`src/rtl/serial_frame_sender.sv`:
```
// Serial frame transmitter: start pattern, payload MSB first, optional even parity bit.
// Optional parity bit enabled by defining SERIAL_FRAME_PARITY_EN.
module serial_frame_sender #(
    parameter int unsigned          DATA_W     = 8,
    parameter int unsigned          START_W    = 4,
    parameter logic [START_W-1:0]   START_PAT  = 4'b1101,
    parameter logic                 IDLE_LEVEL = 1'b1
) (
    input  logic              clk,
    input  logic              rst,
    input  logic              start,
    input  logic [DATA_W-1:0] data_in,
    output logic              ready,
    output logic              serial_out,
    output logic              sending,
    output logic              done
);

    localparam int unsigned MAX_W = (START_W > DATA_W) ? START_W : DATA_W;
    localparam int unsigned CNT_W = $clog2(MAX_W + 1);

    typedef enum logic [2:0] {
        S_IDLE     = 3'd0,
        S_PREAMBLE = 3'd1,
        S_PAYLOAD  = 3'd2,
        S_DONE     = 3'd4
`ifdef SERIAL_FRAME_PARITY_EN
        , S_PARITY = 3'd3
`endif
    } state_t;

    state_t             state_q;
    logic [DATA_W-1:0]  shift_q;
    logic [START_W-1:0] pat_q;
    logic [CNT_W-1:0]   cnt_q;
    logic               ready_q;
    logic               ser_q;
    logic               sending_q;
    logic               done_q;
`ifdef SERIAL_FRAME_PARITY_EN
    logic               par_q;
`endif

    // Outputs are loaded one edge ahead with the value of the bit the next state presents.
    always_ff @(posedge clk) begin
        if (rst) begin
            state_q   <= S_IDLE;
            shift_q   <= '0;
            pat_q     <= '0;
            cnt_q     <= '0;
            ready_q   <= 1'b1;
            ser_q     <= IDLE_LEVEL;
            sending_q <= 1'b0;
            done_q    <= 1'b0;
`ifdef SERIAL_FRAME_PARITY_EN
            par_q     <= 1'b0;
`endif
        end else begin
            done_q <= 1'b0;
            case (state_q)
                S_IDLE: begin
                    ready_q   <= 1'b1;
                    sending_q <= 1'b0;
                    ser_q     <= IDLE_LEVEL;
                    if (start) begin
                        state_q   <= S_PREAMBLE;
                        shift_q   <= data_in;
                        pat_q     <= START_PAT << 1;
                        cnt_q     <= '0;
                        ready_q   <= 1'b0;
                        sending_q <= 1'b1;
                        ser_q     <= START_PAT[START_W-1];
`ifdef SERIAL_FRAME_PARITY_EN
                        par_q     <= ^data_in;
`endif
                    end
                end
                S_PREAMBLE: begin
                    if (cnt_q == CNT_W'(START_W - 1)) begin
                        state_q <= S_PAYLOAD;
                        cnt_q   <= '0;
                        ser_q   <= shift_q[DATA_W-1];
                        shift_q <= shift_q << 1;
                    end else begin
                        cnt_q   <= cnt_q + CNT_W'(1);
                        ser_q   <= pat_q[START_W-1];
                        pat_q   <= pat_q << 1;
                    end
                end
                S_PAYLOAD: begin
                    if (cnt_q == CNT_W'(DATA_W - 1)) begin
                        cnt_q     <= '0;
`ifdef SERIAL_FRAME_PARITY_EN
                        state_q   <= S_PARITY;
                        ser_q     <= par_q;
`else
                        state_q   <= S_DONE;
                        ser_q     <= IDLE_LEVEL;
                        sending_q <= 1'b0;
                        done_q    <= 1'b1;
`endif
                    end else begin
                        cnt_q   <= cnt_q + CNT_W'(1);
                        ser_q   <= shift_q[DATA_W-1];
                        shift_q <= shift_q << 1;
                    end
                end
`ifdef SERIAL_FRAME_PARITY_EN
                S_PARITY: begin
                    state_q   <= S_DONE;
                    ser_q     <= IDLE_LEVEL;
                    sending_q <= 1'b0;
                    done_q    <= 1'b1;
                end
`endif
                S_DONE: begin
                    state_q   <= S_IDLE;
                    ready_q   <= 1'b1;
                    ser_q     <= IDLE_LEVEL;
                    sending_q <= 1'b0;
                end
                default: begin
                    state_q   <= S_IDLE;
                    cnt_q     <= '0;
                    ready_q   <= 1'b1;
                    ser_q     <= IDLE_LEVEL;
                    sending_q <= 1'b0;
                end
            endcase
        end
    end

    assign ready      = ready_q;
    assign serial_out = ser_q;
    assign sending    = sending_q;
    assign done       = done_q;

endmodule

```
`config.mk`:
```
export PLATFORM = sky130hd
export DESIGN_NAME = serial_frame_sender
export DESIGN_NICKNAME = d
export VERILOG_FILES = /design/src/rtl/serial_frame_sender.sv
export SDC_FILE = /design/constraint.sdc
export NUM_CORES = 1
export LEC_CHECK = 0
export CORE_ASPECT_RATIO = 1.2
export CORE_MARGIN = 1
export CORE_UTILIZATION = 40
export DETAILED_ROUTE_END_ITERATION = 16
export GPL_TIMING_DRIVEN = 0
export PLACE_DENSITY = 0.73
export SYNTH_ARGS = -nofsm -noshare
export SYNTH_HDL_FRONTEND = slang
export SYNTH_SLANG_ARGS = --single-unit
```
`constraint.sdc`:
```
create_clock -name clk -period 5.38 [get_ports clk]
set_input_delay 0.807 -clock clk [delete_from_list [all_inputs] [get_ports clk]]
set_output_delay 0.807 -clock clk [all_outputs]
set_load 0.05 [all_outputs]
```
==> results of run 1 <==
==> final timing paths <==
path,from,endpoint,slack (ns),cells after the start
worst min register to register,pat_q[2]$_SDFFE_PP0P_,pat_q[2]$_SDFFE_PP0P_,0.47,2
worst max-delay path,ready$_SDFFE_PP1P_,ready,3.07,1
worst max register to register,cnt_q[0]$_SDFFE_PP0P_,shift_q[6]$_SDFFE_PP0P_,3.50,5
worst min-delay path,pat_q[2]$_SDFFE_PP0P_,pat_q[2]$_SDFFE_PP0P_,0.47,2
==> registers in the layout (all words and copies together), names as in the netlist <==
signal / flops
shift_q: 8
serial_out: 1
sending: 1
ready: 1
pat_q: 3
state_q: 3
done: 1
cnt_q: 4
==> Yosys cell counts, types with 4 or more instances <==
cell type,instances
dfxtp_1,22
a21oi_1,8
mux2i_1,8
nor2_1,7
o2bb2ai_1,7
o21ai_0,6
nand2_1,5
nor3_1,5
inv_1,4
nor2b_1,4
==> per-layer routing <==
| metal | wire length, µm | vias to the layer above |
|---|---|---|
| met5 | 0 | - |
| met4 | 47 | 0 |
| met3 | 92 | 6 |
| met2 | 1090 | 26 |
| met1 | 996 | 418 |
| li1 | - | 453 |
==> worst register-to-register path, stage by stage, from the launching register on <==
cell and delay [ns]:
dfxtp_1 0.39, ha_1 0.25, or3b_4 0.44, a221oi_4 0.39, a21oi_2 0.18, o2bb2ai_1 0.16
==> metrics by stage <==
stage	utilization	setup WS, ns	hold WS, ns	power [mW]	area (µm²)
2_1_floorplan	-	3.64	0.426	0.224	1080
3_3_place_gp	0.492	3.15	0.440	0.241	1250
3_5_place_dp	0.492	3.11	0.454	0.242	1250
4_1_cts	0.506	3.06	0.473	0.333	1290
5_1_grt	0.506	3.02	0.481	0.347	1290
6_report	0.506	3.07	0.471	0.330	1290
==> cell type report <==
| cell class | instances | area (µm²) | share of cell area |
|---|---|---|---|
| flip-flops and latches | 22 | 440 | 0.341 |
| inverters | 4 | 15.0 | 0.0116 |
| clock buffers | 4 | 36.3 | 0.0281 |
| repair buffers | 13 | 130 | 0.101 |
| multi-input cells | 82 | 596 | 0.461 |
| well taps | 33 | 41.3 | 0.0320 |
| plain buffers | 6 | 32.5 | 0.0252 |
==> cells by family (layout without fill, tap and decap cells) <==
family | count (synthesis) | after routing | share of synthesized area
adders and majority gates | 1 | 1 | 0.0115
DFF | 22 | 22 | 0.406
muxes | 8 | 8 | 0.0739
and+or+nand+nor | 35 | 35 | 0.197
buffers and inverters | 10 | 27 | 0.0439
AOI/OAI and AO/OA | 36 | 36 | 0.251
xor gates and xnor gates | 2 | 2 | 0.0162
==> power by group through the flow <==
| stage | Sequential (mW) | Combinational [mW] | Clock (mW) |
|---|---|---|---|
| 2_1_floorplan | 0.187 | 0.0370 | 0 |
| 3_3_place_gp | 0.182 | 0.0586 | 0 |
| 3_5_place_dp | 0.182 | 0.0599 | 0 |
| 4_1_cts | 0.179 | 0.0603 | 0.0940 |
| 5_1_grt | 0.180 | 0.0654 | 0.102 |
| 6_report | 0.179 | 0.0597 | 0.0914 |
==> run_results.csv, run 1 <==
group,metric,value,unit
timing,drv_slew,0,
timing,setup_viol,0,
synthesis,syn_area,1080,µm²
timing,min_period_over_period,0.429,
timing,fin_skew,0.00268,ns
synthesis,ys_top_cells_by_area,"dfxtp_1, mux2i_1, o2bb2ai_1",
power,p_clk_frac,0.277,
grt,antenna_found_initial,0,
timing,tns,0,ns
cells_and_area,area_delta_synth_final,19.2,%
hold_path,hold_path.class,"flip-flop to flip-flop",
critical_path,arrival,1.50,ns
drt,postRouteAntennaNets,0,
clock_tree,hold_buffers,0,
clock_tree,numCtsBuffers,3,
floorplanning,fp.dieArea,2920,µm²
synthesis,post_synth.cell_area_avg,9.50,µm²
critical_path,cp_num_buf_inv,1,
synthesis,synth_top_flop_cell,"dfxtp_1",
power,power.switching,0.0876,mW
synthesis,netlist.area_leader.share,0.406,
power,internal-power,0.242,mW
cells_and_area,drive_gt1_frac,0.122,
drt,dr.pass1.iters,4,
cells_and_area,layout_commonest_cell,"dfxtp_1",
clock_tree,cts_max_level,1,
power,pwr_density_cell,256,nW/µm²
placement,numPlacedInstances,160,
synthesis,seq_area_frac_synth,0.406,
grt,grt_util_met1,0.203,
cells_and_area,n_antenna_cell,0,
clock_tree,clkTransAtPathRegs,0.12,ns
grt,grt_usage,0.175,
clock_tree,worstSkewPairLatency,0.31,ns
drt,num_vias,903,
synthesis,ys_types,39,
cells_and_area,nNetsFinal,144,
clock_tree,cts_buffer_depth,2,
power,power_switching_share,0.265,
cells_and_area,final_cell_mix,"dfxtp_1, clkdlybuf4s50_1, mux2i_1, a21oi_1",
power,seq_power_share,0.542,
clock_tree,post-cts-setup-buffers,0,
timing,relSlewSlack,0.574,
floorplanning,die_h,59.0,µm
clock_tree,post_cts_resized,0,
grt,grt_busiest_layer,"met2",
drt,drt-total-wl,2.23,mm
critical_path,critPathKind,"flip-flop to output port",
synthesis,ys_ff_latch,22,
outcome,status,"completed",
critical_path,end_kind,"output port",
drt,drt_iter0_drc,34,
grt,grt_max_degree,13,
timing,max_clock_freq,433,MHz
drt,post_drt_wl_per_cell,13.6,µm
clock_tree,clock-sinks,22,
drt,viasPerCell,5.51,
floorplanning,core_area,2550,µm²
synthesis,synth-edff-count,0,
clock_tree,cts_tree,"built",
critical_path,slowest_delay,0.81,ns
timing,grt_setup_unrepaired,"no",
synthesis,async_flop_share,0,
grt,grt_pass1_wl,3.86,mm
grt,grt_pass1_vias,892,
power,p_comb_frac,0.181,
power,leakage,0.476,nW
cells_and_area,instances_no_fill,164,
placement,finalWeightedCongestion,0.849,
job,drv_cap,0,
critical_path,startpoint_type,"flip-flop",
synthesis,syn_inst,114,
critical_path,crit_slowest_cell,"clkdlybuf4s50_1",
cells_and_area,fillers,253,
placement,dpl.hpwl,1.68,mm
synthesis,synth_fp_nets,126,
floorplanning,num_rows,20,
power,ir_drop,0.135,mV
critical_path,required,4.57,ns
timing,tightest_slew,0.638,ns
floorplanning,ioPinCount,15,
floorplanning,die_w,49.5,µm
placement,port-buffer-count,13,
critical_path,path_delay_family,"buffers and inverters",
grt,met2_usage,0.317,
floorplanning,start_util,0.425,
timing,fin_crit,2.31,ns
grt,grt.overflow.total,0,
synthesis,yosysTopAreaCell,"dfxtp_1",
timing,hold_viol_final,0,
clock_tree,root_buffer,"clkbuf_4",
grt,grt_use_met3,0.0256,
critical_path,worstPathMaxFanout,3,
synthesis,synth.yosys.warnings,0,
drt,drc,0,
critical_path,critical_path.cell_chain,"clkdlybuf4s50_1",
No activity file was read; power rests on OpenSTA's default activity.
==> run 2, diff against run 1 <==
- PLACE_DENSITY: 0.73 -> 0.76
- clock period: 5.38 -> 2 ns (I/O delays scaled with it)
==> run 2 against run 1 <==
Global-route usage up 0.64 points; sequential cell count unchanged; combinational power rose to 2.7 times the previous value; worst setup slack worse by 3.0 ns; sequential power rose to 2.7 times the previous value; final area up 1.8%; clock skew up 0.0015 ns; die area unchanged; hold slack worse by 0.021 ns; critical path depth up 4; critical endpoint is now shift_q[4]$_SDFFE_PP0P_; highest routed layer unchanged.
==> run_results.csv, run 2 (synthesis results as in run 1) <==
group,metric,value,unit
power,ir_drop,0.385,mV
critical_path,arrival,2.10,ns
floorplanning,ioPinCount,15,
clock_tree,clock-sinks,22,
floorplanning,start_util,0.425,
grt,grt_usage,0.182,
hold_path,hold_path.class,"input port to flip-flop",
cells_and_area,largest_register_ff_count,8,
drt,drc,0,
floorplanning,fp.dieArea,2920,µm²
power,p_total,0.995,mW
drt,drt_iter0_drc,22,
cells_and_area,fillers,250,
grt,grt_max_degree,14,
clock_tree,cts_buffer_depth,2,
cells_and_area,layout_commonest_cell,"dfxtp_1",
timing,hold_ws,0.449,ns
placement,finalWeightedCongestion,0.797,
timing,min_period_over_period,0.941,
timing,max_clock_freq,532,MHz
timing,fin_skew,0.00415,ns
job,drv_cap,0,
cells_and_area,instances_no_fill,164,
timing,fin_crit,1.88,ns
timing,drv_slew,0,
cells_and_area,area_delta_synth_final,21.4,%
clock_tree,cts_tree,"built",
clock_tree,cts_max_level,1,
placement,port-buffer-count,13,
grt,grt_pass1_vias,917,
timing,setup_viol,0,
cells_and_area,top_register,"shift_q",
cells_and_area,seq_area,440,µm²
placement,numPlacedInstances,160,
power,leakage,0.485,nW
critical_path,critical_path.cell_chain,"ha_2 > or3b_4 > a221oi_4 > a21oi_2 > o2bb2ai_1",
clock_tree,worstSkewPairLatency,0.32,ns
cells_and_area,final_util,0.515,
critical_path,end_kind,"flip-flop",
critical_path,required,2.22,ns
drt,post_drt_wl_per_cell,14.4,µm
critical_path,worstPathMaxFanout,7,
critical_path,path_delay_family,"compound AO/OA/AOI/OAI gates",
cells_and_area,top_regs,"shift_q x8, cnt_q x4",
floorplanning,num_rows,20,
cells_and_area,nNetsFinal,144,
timing,hold_viol_final,0,
timing,tns,0,ns
drt,num_vias,944,
placement,place_area,1250,µm²
drt,dr.pass1.iters,4,
cells_and_area,drive_gt1_frac,0.137,
critical_path,startpoint_type,"flip-flop",
cells_and_area,n_antenna_cell,0,
power,pwr_density_cell,757,nW/µm²
critical_path,slowest_delay,0.42,ns
critical_path,critPathKind,"flip-flop to flip-flop",
clock_tree,post-cts-setup-buffers,0,
timing,fin_ws,0.119,ns
outcome,status,"completed",
floorplanning,die_w,49.5,µm
placement,dpl.hpwl,1.68,mm
floorplanning,core_area,2550,µm²
placement,post-place-ws,0.112,ns
grt,grt.overflow.total,0,
timing,relSlewSlack,0.560,
cells_and_area,multi_input_area,603,µm²
drt,drt-total-wl,2.36,mm
cells_and_area,final_design_area_no_fill,1320,µm²
cells_and_area,final_cell_mix,"dfxtp_1, clkdlybuf4s50_1, mux2i_1, a21oi_1",
critical_path,cp_num_buf_inv,0,
floorplanning,die_h,59.0,µm
drt,postRouteAntennaNets,0,
clock_tree,numCtsBuffers,3,
clock_tree,clkTransAtPathRegs,0.13,ns
drt,viasPerCell,5.76,
grt,antenna_found_initial,0,
grt,grt_pass1_wl,4.09,mm
critical_path,crit_slowest_cell,"or3b_4",
timing,tightest_slew,0.659,ns
clock_tree,root_buffer,"clkbuf_4",
timing,grt_setup_unrepaired,"no",
==> run 2: changes by cell type in the layout (fill, tap and decap cells not counted) <==
| cell | before | now |
|---|---|---|
| clkbuf_8 | 1 | 0 |
| ha_1 | 1 | 0 |
| nor3b_1 | 2 | 1 |
| nor3b_2 | 0 | 1 |
| bufinv_16 | 0 | 1 |
| ha_2 | 0 | 1 |
==> run 2: area by class of cell <==
| cell class | instances | area share |
|---|---|---|
| multi-input combinational | 82 | 0.459 |
| tap | 33 | 0.0314 |
| clock inverter | 1 | 0.0228 |
| buffer | 6 | 0.0247 |
| inverter | 4 | 0.0114 |
| sequential | 22 | 0.335 |
| clock buffer | 3 | 0.0171 |
| timing repair buffer | 13 | 0.0990 |
==> run 2: report_power, final <==
group / internal, mW / total (mW) / switching, mW
clock: 0.203 / 0.351 / 0.148
combinational: 0.0751 / 0.163 / 0.0876
sequential: 0.466 / 0.482 / 0.0156
total: 0.744 / 0.995 / 0.251
==> run 2: worst paths after layout <==
check	to	start	depth (start not counted)	slack, ns
worst max-delay path	shift_q[4]$_SDFFE_PP0P_	cnt_q[0]$_SDFFE_PP0P_	5	0.12
worst min-delay path	state_q[2]$_SDFFE_PP0P_	rst	2	0.45
worst max register to register	shift_q[4]$_SDFFE_PP0P_	cnt_q[0]$_SDFFE_PP0P_	5	0.12
worst min register to register	pat_q[2]$_SDFFE_PP0P_	pat_q[2]$_SDFFE_PP0P_	2	0.47
==> run 2: routing by layer <==
| layer | routed length, µm | up-vias | track usage |
|---|---|---|---|
| li1 | - | 456 | - |
| met1 | 1050 | 458 | 0.226 |
| met2 | 1180 | 20 | 0.313 |
| met3 | 64 | 10 | 0.0231 |
| met4 | 70 | 0 | 0.0857 |
| met5 | 0 | - | 0 |
==> run 2: repair_timing <==
item,in CTS,in global routing
hold buffers,0,0
resized for setup,0,2
endpoints found under the hold margin,0,0
setup endpoints to repair,0,4
